<file path="config.mk">
export PLATFORM = sky130hd
export DESIGN_NAME = int_controller
export DESIGN_NICKNAME = d
export VERILOG_FILES = /design/src/rtl/int_controller.sv
export SDC_FILE = /design/constraint.sdc
export NUM_CORES = 1
export LEC_CHECK = 0
export BUFFER_PORTS_ARGS = -buffer_cell sky130_fd_sc_hd__buf_4
export CAP_MARGIN = 5
export CORE_MARGIN = 4
export CORE_UTILIZATION = 48
export CTS_BUF_LIST = sky130_fd_sc_hd__clkbuf_8
export DETAILED_ROUTE_END_ITERATION = 7
export GPL_TIMING_DRIVEN = 0
export PLACE_DENSITY = 0.89
export SETUP_SLACK_MARGIN = 0.1
export SLEW_MARGIN = 10
export SYNTH_ARGS = -nofsm -noshare
export SYNTH_HDL_FRONTEND = slang
export SYNTH_SLANG_ARGS = --single-unit
</file>
<file path="constraint.sdc">
create_clock -name clk -period 1.7 [get_ports clk]
set_clock_uncertainty 0.15 [all_clocks]
set_input_delay 0.085 -clock clk [delete_from_list [all_inputs] [get_ports clk]]
set_output_delay 0.085 -clock clk [all_outputs]
set_load 0.01 [all_outputs]
</file>
<file path="src/rtl/int_controller.sv">
// Prioritised interrupt controller: edge capture, mask/global enable, lowest-index select, entry sequencing to RETI.
// Optional INT_CTRL_IRQ_SYNC_EN adds a two-flop synchronizer on every irq line ahead of edge detection.
module int_controller #(
    parameter int unsigned NUM_SRC  = 4,
    parameter logic [9:0]  VEC_BASE = 10'h3F8
) (
    input  logic               clk,
    input  logic               reset_n,
    input  logic [NUM_SRC-1:0] irq,
    input  logic               gie_set,
    input  logic               gie_clr,
    input  logic               mask_we,
    input  logic [NUM_SRC-1:0] mask_wdata,
    input  logic               pipe_ready,
    input  logic               reti,
    output logic               int_req,
    output logic               vec_load,
    output logic [9:0]         vec_addr,
    output logic [2:0]         int_id,
    output logic               in_service,
    output logic [NUM_SRC-1:0] pending
);

    typedef enum logic [2:0] {
        ST_IDLE,
        ST_REQ,
        ST_ENTRY0,
        ST_ENTRY1,
        ST_SERVICE
    } state_t;

    state_t             state_q, state_d;
    logic [NUM_SRC-1:0] pending_q, pending_d;
    logic [NUM_SRC-1:0] mask_q, mask_d;
    logic               gie_q, gie_d;
    logic [2:0]         int_id_q, int_id_d;
    logic [NUM_SRC-1:0] irq_prev_q;
    logic [NUM_SRC-1:0] irq_src;
    logic [NUM_SRC-1:0] irq_rise;
    logic [NUM_SRC-1:0] eligible;
    logic               entry_take;
    logic               reti_take;

`ifdef INT_CTRL_IRQ_SYNC_EN
    logic [NUM_SRC-1:0] irq_sync1_q, irq_sync2_q;

    always_ff @(posedge clk or negedge reset_n) begin
        if (!reset_n) begin
            irq_sync1_q <= '0;
            irq_sync2_q <= '0;
        end else begin
            irq_sync1_q <= irq;
            irq_sync2_q <= irq_sync1_q;
        end
    end

    assign irq_src = irq_sync2_q;
`else
    assign irq_src = irq;
`endif

    assign irq_rise = irq_src & ~irq_prev_q;
    assign eligible = pending_q & mask_q;

    // Fixed priority: the lowest-numbered eligible source wins.
    function automatic logic [2:0] lowest_index(input logic [NUM_SRC-1:0] vec);
        logic [2:0] idx;
        idx = '0;
        for (int i = int'(NUM_SRC) - 1; i >= 0; i--) begin
            if (vec[i]) begin
                idx = 3'(i);
            end
        end
        return idx;
    endfunction

    always_comb begin
        // NOTE: every always_comb output gets a default first so no path can infer a latch.
        state_d    = state_q;
        int_id_d   = int_id_q;
        pending_d  = pending_q;
        gie_d      = gie_q;
        mask_d     = mask_we ? mask_wdata : mask_q;
        entry_take = 1'b0;
        reti_take  = 1'b0;

        case (state_q)
            ST_IDLE: begin
                if (gie_q && (|eligible)) begin
                    state_d  = ST_REQ;
                    int_id_d = lowest_index(eligible);
                end
            end
            ST_REQ: begin
                // A CLI retiring while the request is outstanding withdraws it.
                if (gie_clr) begin
                    state_d = ST_IDLE;
                end else if (pipe_ready) begin
                    state_d    = ST_ENTRY0;
                    entry_take = 1'b1;
                end
            end
            ST_ENTRY0: state_d = ST_ENTRY1;
            ST_ENTRY1: state_d = ST_SERVICE;
            ST_SERVICE: begin
                if (reti) begin
                    state_d   = ST_IDLE;
                    reti_take = 1'b1;
                end
            end
            default: state_d = ST_IDLE;
        endcase

        if (entry_take) begin
            for (int i = 0; i < int'(NUM_SRC); i++) begin
                if (int_id_q == 3'(i)) begin
                    pending_d[i] = 1'b0;
                end
            end
        end
        // Applied after the entry clear so a fresh edge on the serviced source is kept.
        pending_d = pending_d | irq_rise;

        if (gie_set)    gie_d = 1'b1;
        if (reti_take)  gie_d = 1'b1;
        if (gie_clr)    gie_d = 1'b0;
        if (entry_take) gie_d = 1'b0;
    end

    always_ff @(posedge clk or negedge reset_n) begin
        if (!reset_n) begin
            state_q    <= ST_IDLE;
            pending_q  <= '0;
            mask_q     <= '0;
            gie_q      <= 1'b0;
            int_id_q   <= '0;
            irq_prev_q <= '0;
        end else begin
            // NOTE: sequential state uses non-blocking assignment so every flop samples pre-edge values.
            state_q    <= state_d;
            pending_q  <= pending_d;
            mask_q     <= mask_d;
            gie_q      <= gie_d;
            int_id_q   <= int_id_d;
            irq_prev_q <= irq_src;
        end
    end

    assign int_req    = (state_q == ST_REQ);
    assign vec_load   = (state_q == ST_ENTRY1);
    assign in_service = (state_q == ST_SERVICE);
    assign int_id     = int_id_q;
    assign pending    = pending_q;
    assign vec_addr   = VEC_BASE + {7'b0, int_id_q};

endmodule

</file>
### After elaboration in Yosys (flattened, before gate mapping)

Index checks and enable logic that the tools add are counted.

* $add $sub $neg: 1
* eq/ne operators: 10
* mux-type cells: 23
* bitwise logic cells: 4
* reduce and logical (&&, ||, !) cells: 7

Operator list (count)
* 2-to-1 mux 3 bit: 7
* one-hot mux 3 bit (5 select lines): 1
* 2-to-1 mux 1 bit: 13
* equality test 3 x 2 -> 1 bit (second input constant): 4
* AND 4 bit: 2
* equality test 3 x 1 -> 1 bit (second input constant): 2
* zero test 3 bit: 2
* adder 4 x 4 -> 5 bit (first input constant): 1
* 2-to-1 mux 4 bit: 1
* inequality test 2 bit (second input constant): 2
* NOT 4 bit: 1
* bitwise OR 4 bit: 1
* nonzero test 4 bit: 1
* OR reduction 4 bit: 1
* equality test 3 bit (second input constant): 1
* inequality test 3 bit (second input constant): 1
* AND reduction 3 bit: 1
* 2-to-1 mux 2 bit: 1
* AND reduction 2 bit: 1
* logical AND 1 bit: 1

* register bits after elaboration: 19
* bits of input ports: 15
* output and inout port bits: 20
* word-level logic and storage cells: 51

### Longest topological paths before layout

* depth in word-level cells: 5
* depth in mapped cells: 4
* mapped depth without buffers: 4

### Worst setup path before layout

OpenSTA, ideal clock, no wires.

* kind: register to register
* from: register pending_q[1], in the netlist pending[1]
* to: register int_id_q[0], in the netlist int_id[0]
* setup time: 0.125 ns
* arrival time: 1.162 ns
* required time: 1.425 ns
* slack: 0.263 ns
* stages on the path, launching flop included: 4
* buffers on the path: 0
* clock period less this slack: 1.437 ns
* cells stage by stage: dfrtp_1 > a22o_1 > o211ai_1 > mux2_4

* longest elaborated chain between the ends: 4

Ends and longest elaborated chain
* start, declared: line 33 `logic [NUM_SRC-1:0] pending_q, pending_d;`
* start signal, assigned: line 141 `pending_q <= pending_d;`
* AND 4 bit (*): line 63 `assign eligible = pending_q & mask_q;`
* OR reduction 4 bit: line 89 `if (gie_q && (|eligible)) begin`
* logical AND 1 bit: line 89
* AND reduction 2 bit (no source line)
* end signal, assigned: line 144 `int_id_q <= int_id_d;`
* end, declared: line 36 `logic [2:0] int_id_q, int_id_d;`

Mark *: on every way between the ends. The rest lies on a longest branch, timed or not.
A chain may end at the register's enable or synchronous reset.

### Worst setup path in the final report

* from: input mask_wdata[1]
* to: register mask_q[1]

RTL lines
* start, declared: line 13 `input logic [NUM_SRC-1:0] mask_wdata,`
* end signal, assigned: line 142 `mask_q <= mask_d;`
* end, declared: line 34 `logic [NUM_SRC-1:0] mask_q, mask_d;`

No word-level cell between the ends.

==> results.toml <==
[setup_path]
cp-end-kind = "flip-flop"
worstRegToRegCells = 3
critPathLaunchType = "primary input"
startpoint = "mask_wdata[1]"
rrSetupSlack_ns = 0.14
reg2reg_from = "state_q[1]$_DFFE_PN0P_"
arrival_ns = 1.55
critPathKind = "primary input to flip-flop"
r2r_end = "int_id[0]$_DFFE_PN0P_"
endpoint = "mask_q[1]$_DFFE_PN0P_"
required_ns = 1.68
critPathMaxFanout = 1

[power]
p_seq_share_pct = 42.3
p_switching_mw = 0.525
intPower_mw = 1.08
leakagePower_nw = 0.641
p_sw_share_pct = 32.8
pwr-share-clk_pct = 21.2
p_per_area_nw_per_um2 = 1230
p_comb_share_pct = 36.4
ir_worst_vdd_mv = 0.834

[timing]
hold_viol = 0
timing.fmax_mhz = 635
period_share_pct = 92.6
setup_viol = 0
drv_slew = 0
min_period_ns = 1.57
tns_ns = 0
grt_setup_unrepaired = "yes"

[cells_and_area]
insertedDiodeCount = 0
syn2layout_area_growth_pct = 53.8
fin_nets = 140
fillCellCount = 90
final-instance-count-excl-fill = 148
drive_gt1_share_pct = 39.5

[synth]
synth_async_sr_flop_share_pct = 100
synth_cells = 73
yosysTopAreaCell = "dfrtp_1"
synth_seq_cells = 18
synth_cell_types = 25
synth_edf_count = 0
syn_avg_cell_area_um2 = 11.6
synth.area.top_cells = "dfrtp_1 53%, buf_4 9.7%, mux2_2 6.6%"
synthFlopType = "dfrtp_1"
yosysWarnings = 0
synth_area_um2 = 847
ys_seq_area_share_pct = 53.2
synth_top_area_share_pct = 53.2

[floorplan]
die_w_um = 50.0
io_pins = 35
die-area_um2 = 2500
die_h_um = 50.0
coreArea_um2 = 1590
start_util_pct = 53.1
rows = 14

[cts]
cts_setup_buffers = 0
clock_latency_ns = 0.25
cts_sinks = 18
cts_max_level = 1
cts_tree = "done"
cts_buffers = 3
cts_buffer_depth = 2
clk_pin_slew_ns = 0.07
root_buffer = "clkbuf_8"

[route]
first_pass_iters = 4
antenna_left = 0
vias = 717
viasPerCell = 4.84
post-route-drc-count = 0
dr.first_iter.drc_count = 11
post_drt_wl_per_cell_um = 13.7
drt-total-wl_mm = 2.03

[global_routing]
antenna_found_initial = 0
grt_max_degree = 19
grt_overflow = 0
grt_pass1_vias = 766
grt_pass1_wl_mm = 3.44
grt_util_all_layers_pct = 18.1

[job]
max-cap-violations = 0

[placed_design]
io_buffers = 25
routabilityCongestion = 0.686
place.detailed.hpwl_mm = 1.30
dp.cells = 129

[run_status]
status = "finished clean"

[min_path]
hold_path_class = "primary input to flip-flop"
[critical path, cell delays in order]
cell	delay [ns]
dlygate4sd3_1	0.53
buf_4	0.13
mux2_2	0.25
dlygate4sd3_1	0.55
[cells in the final DEF (no fill, tap or decap), types with 2 or more instances in the layout]
master / n
conb_1: 9
nand3b_1: 3
inv_1: 5
dlygate4sd3_1: 15
mux2_2: 5
a22o_1: 5
nor2_1: 2
dfrtp_1: 18
clkbuf_8: 4
nand2_1: 4
a31oi_1: 2
buf_4: 36
[kinds of logic after synthesis]
kind of cell,after synthesis,synth area share [%]
muxes,6,8.42
other,2,0.887
DFF,18,53.2
and+or+nand+nor,17,13.0
AOI/OAI and AO/OA,14,12.6
buffers and inverters,16,12.0
[final cells by class]
type,instances,area [um^2],area share [%]
Timing Repair Buffer,40,338,25.9
Buffer,11,82.6,6.34
Sequential cell,18,450,34.6
Tap cell,24,30.0,2.31
Clock buffer,4,55.1,4.23
Multi-Input combinational cell,46,328,25.2
Inverter,5,18.8,1.44
[synth_stat cells, types with 2 or more instances]
cell / instances
a22o_1: 5
a31oi_1: 2
buf_4: 11
conb_1: 2
dfrtp_1: 18
inv_1: 5
mux2_2: 5
nand2_1: 4
nand3b_1: 3
nor2_1: 2
nor3_2: 2
[power groups by stage]
| stage | sequential, mW | combinational, mW | clock (mW) |
|---|---|---|---|
| after floorplan | 0.663 | 0.304 | 0 |
| after global placement | 0.666 | 0.523 | 0 |
| after detailed placement | 0.674 | 0.542 | 0 |
| after CTS | 0.666 | 0.580 | 0.351 |
| after global routing | 0.701 | 0.638 | 0.371 |
| final | 0.677 | 0.583 | 0.340 |
[worst min path at each step]
stage | start | endpoint | slack, ns | cells past startpoint
global placement | reset_n | gie_q$_DFFE_PN0P_ | -0.19 | 1
finish | gie_set | gie_q$_DFFE_PN0P_ | 0.03 | 3
global route | gie_set | gie_q$_DFFE_PN0P_ | 0.08 | 3
CTS | gie_set | gie_q$_DFFE_PN0P_ | 0.02 | 3
floorplan | reset_n | gie_q$_DFFE_PN0P_ | -0.36 | 0
detailed placement | reset_n | state_q[0]$_DFFE_PN0P_ | -0.19 | 1
[state kept, by name, summed over array words and instances (netlist names)]
register,cells
int_id,2
pending,4
irq_prev_q,4
gie_q,1
mask_q,4
state_q,3
[layer usage]
metal / global-route usage [%] / vias to the layer above / wire length [um]
li1: - / 342 / -
met1: 18.4 / 342 / 758
met2: 35.4 / 33 / 1130
met3: 4.52 / 0 / 144
met4: 4.61 / 0 / 0
met5: 0 / - / 0
[through the flow]
stage          instance area [um^2]  power (mW)  worst slack, ns  utilization (%)  hold slack (ns)
3_3_place_gp                   1090        1.19            0.243             68.4           -0.189
4_1_cts                        1310        1.60            0.142             81.9           0.0235
5_1_grt                        1300        1.71           0.0816             81.7           0.0832
2_1_floorplan                   873       0.967            0.263                -           -0.361
6_report                       1300        1.60            0.126             81.7           0.0299
3_5_place_dp                   1090        1.22            0.215             68.4           -0.188
[timing repair]
item / 4_1_cts / 5_1_grt
resized for setup: 0 / 1
hold buffers: 16 / 1
endpoints found under the hold margin: 33 / 2
endpoints found under the setup margin: 0 / 6
No activity file was read; power rests on OpenSTA's default activity.
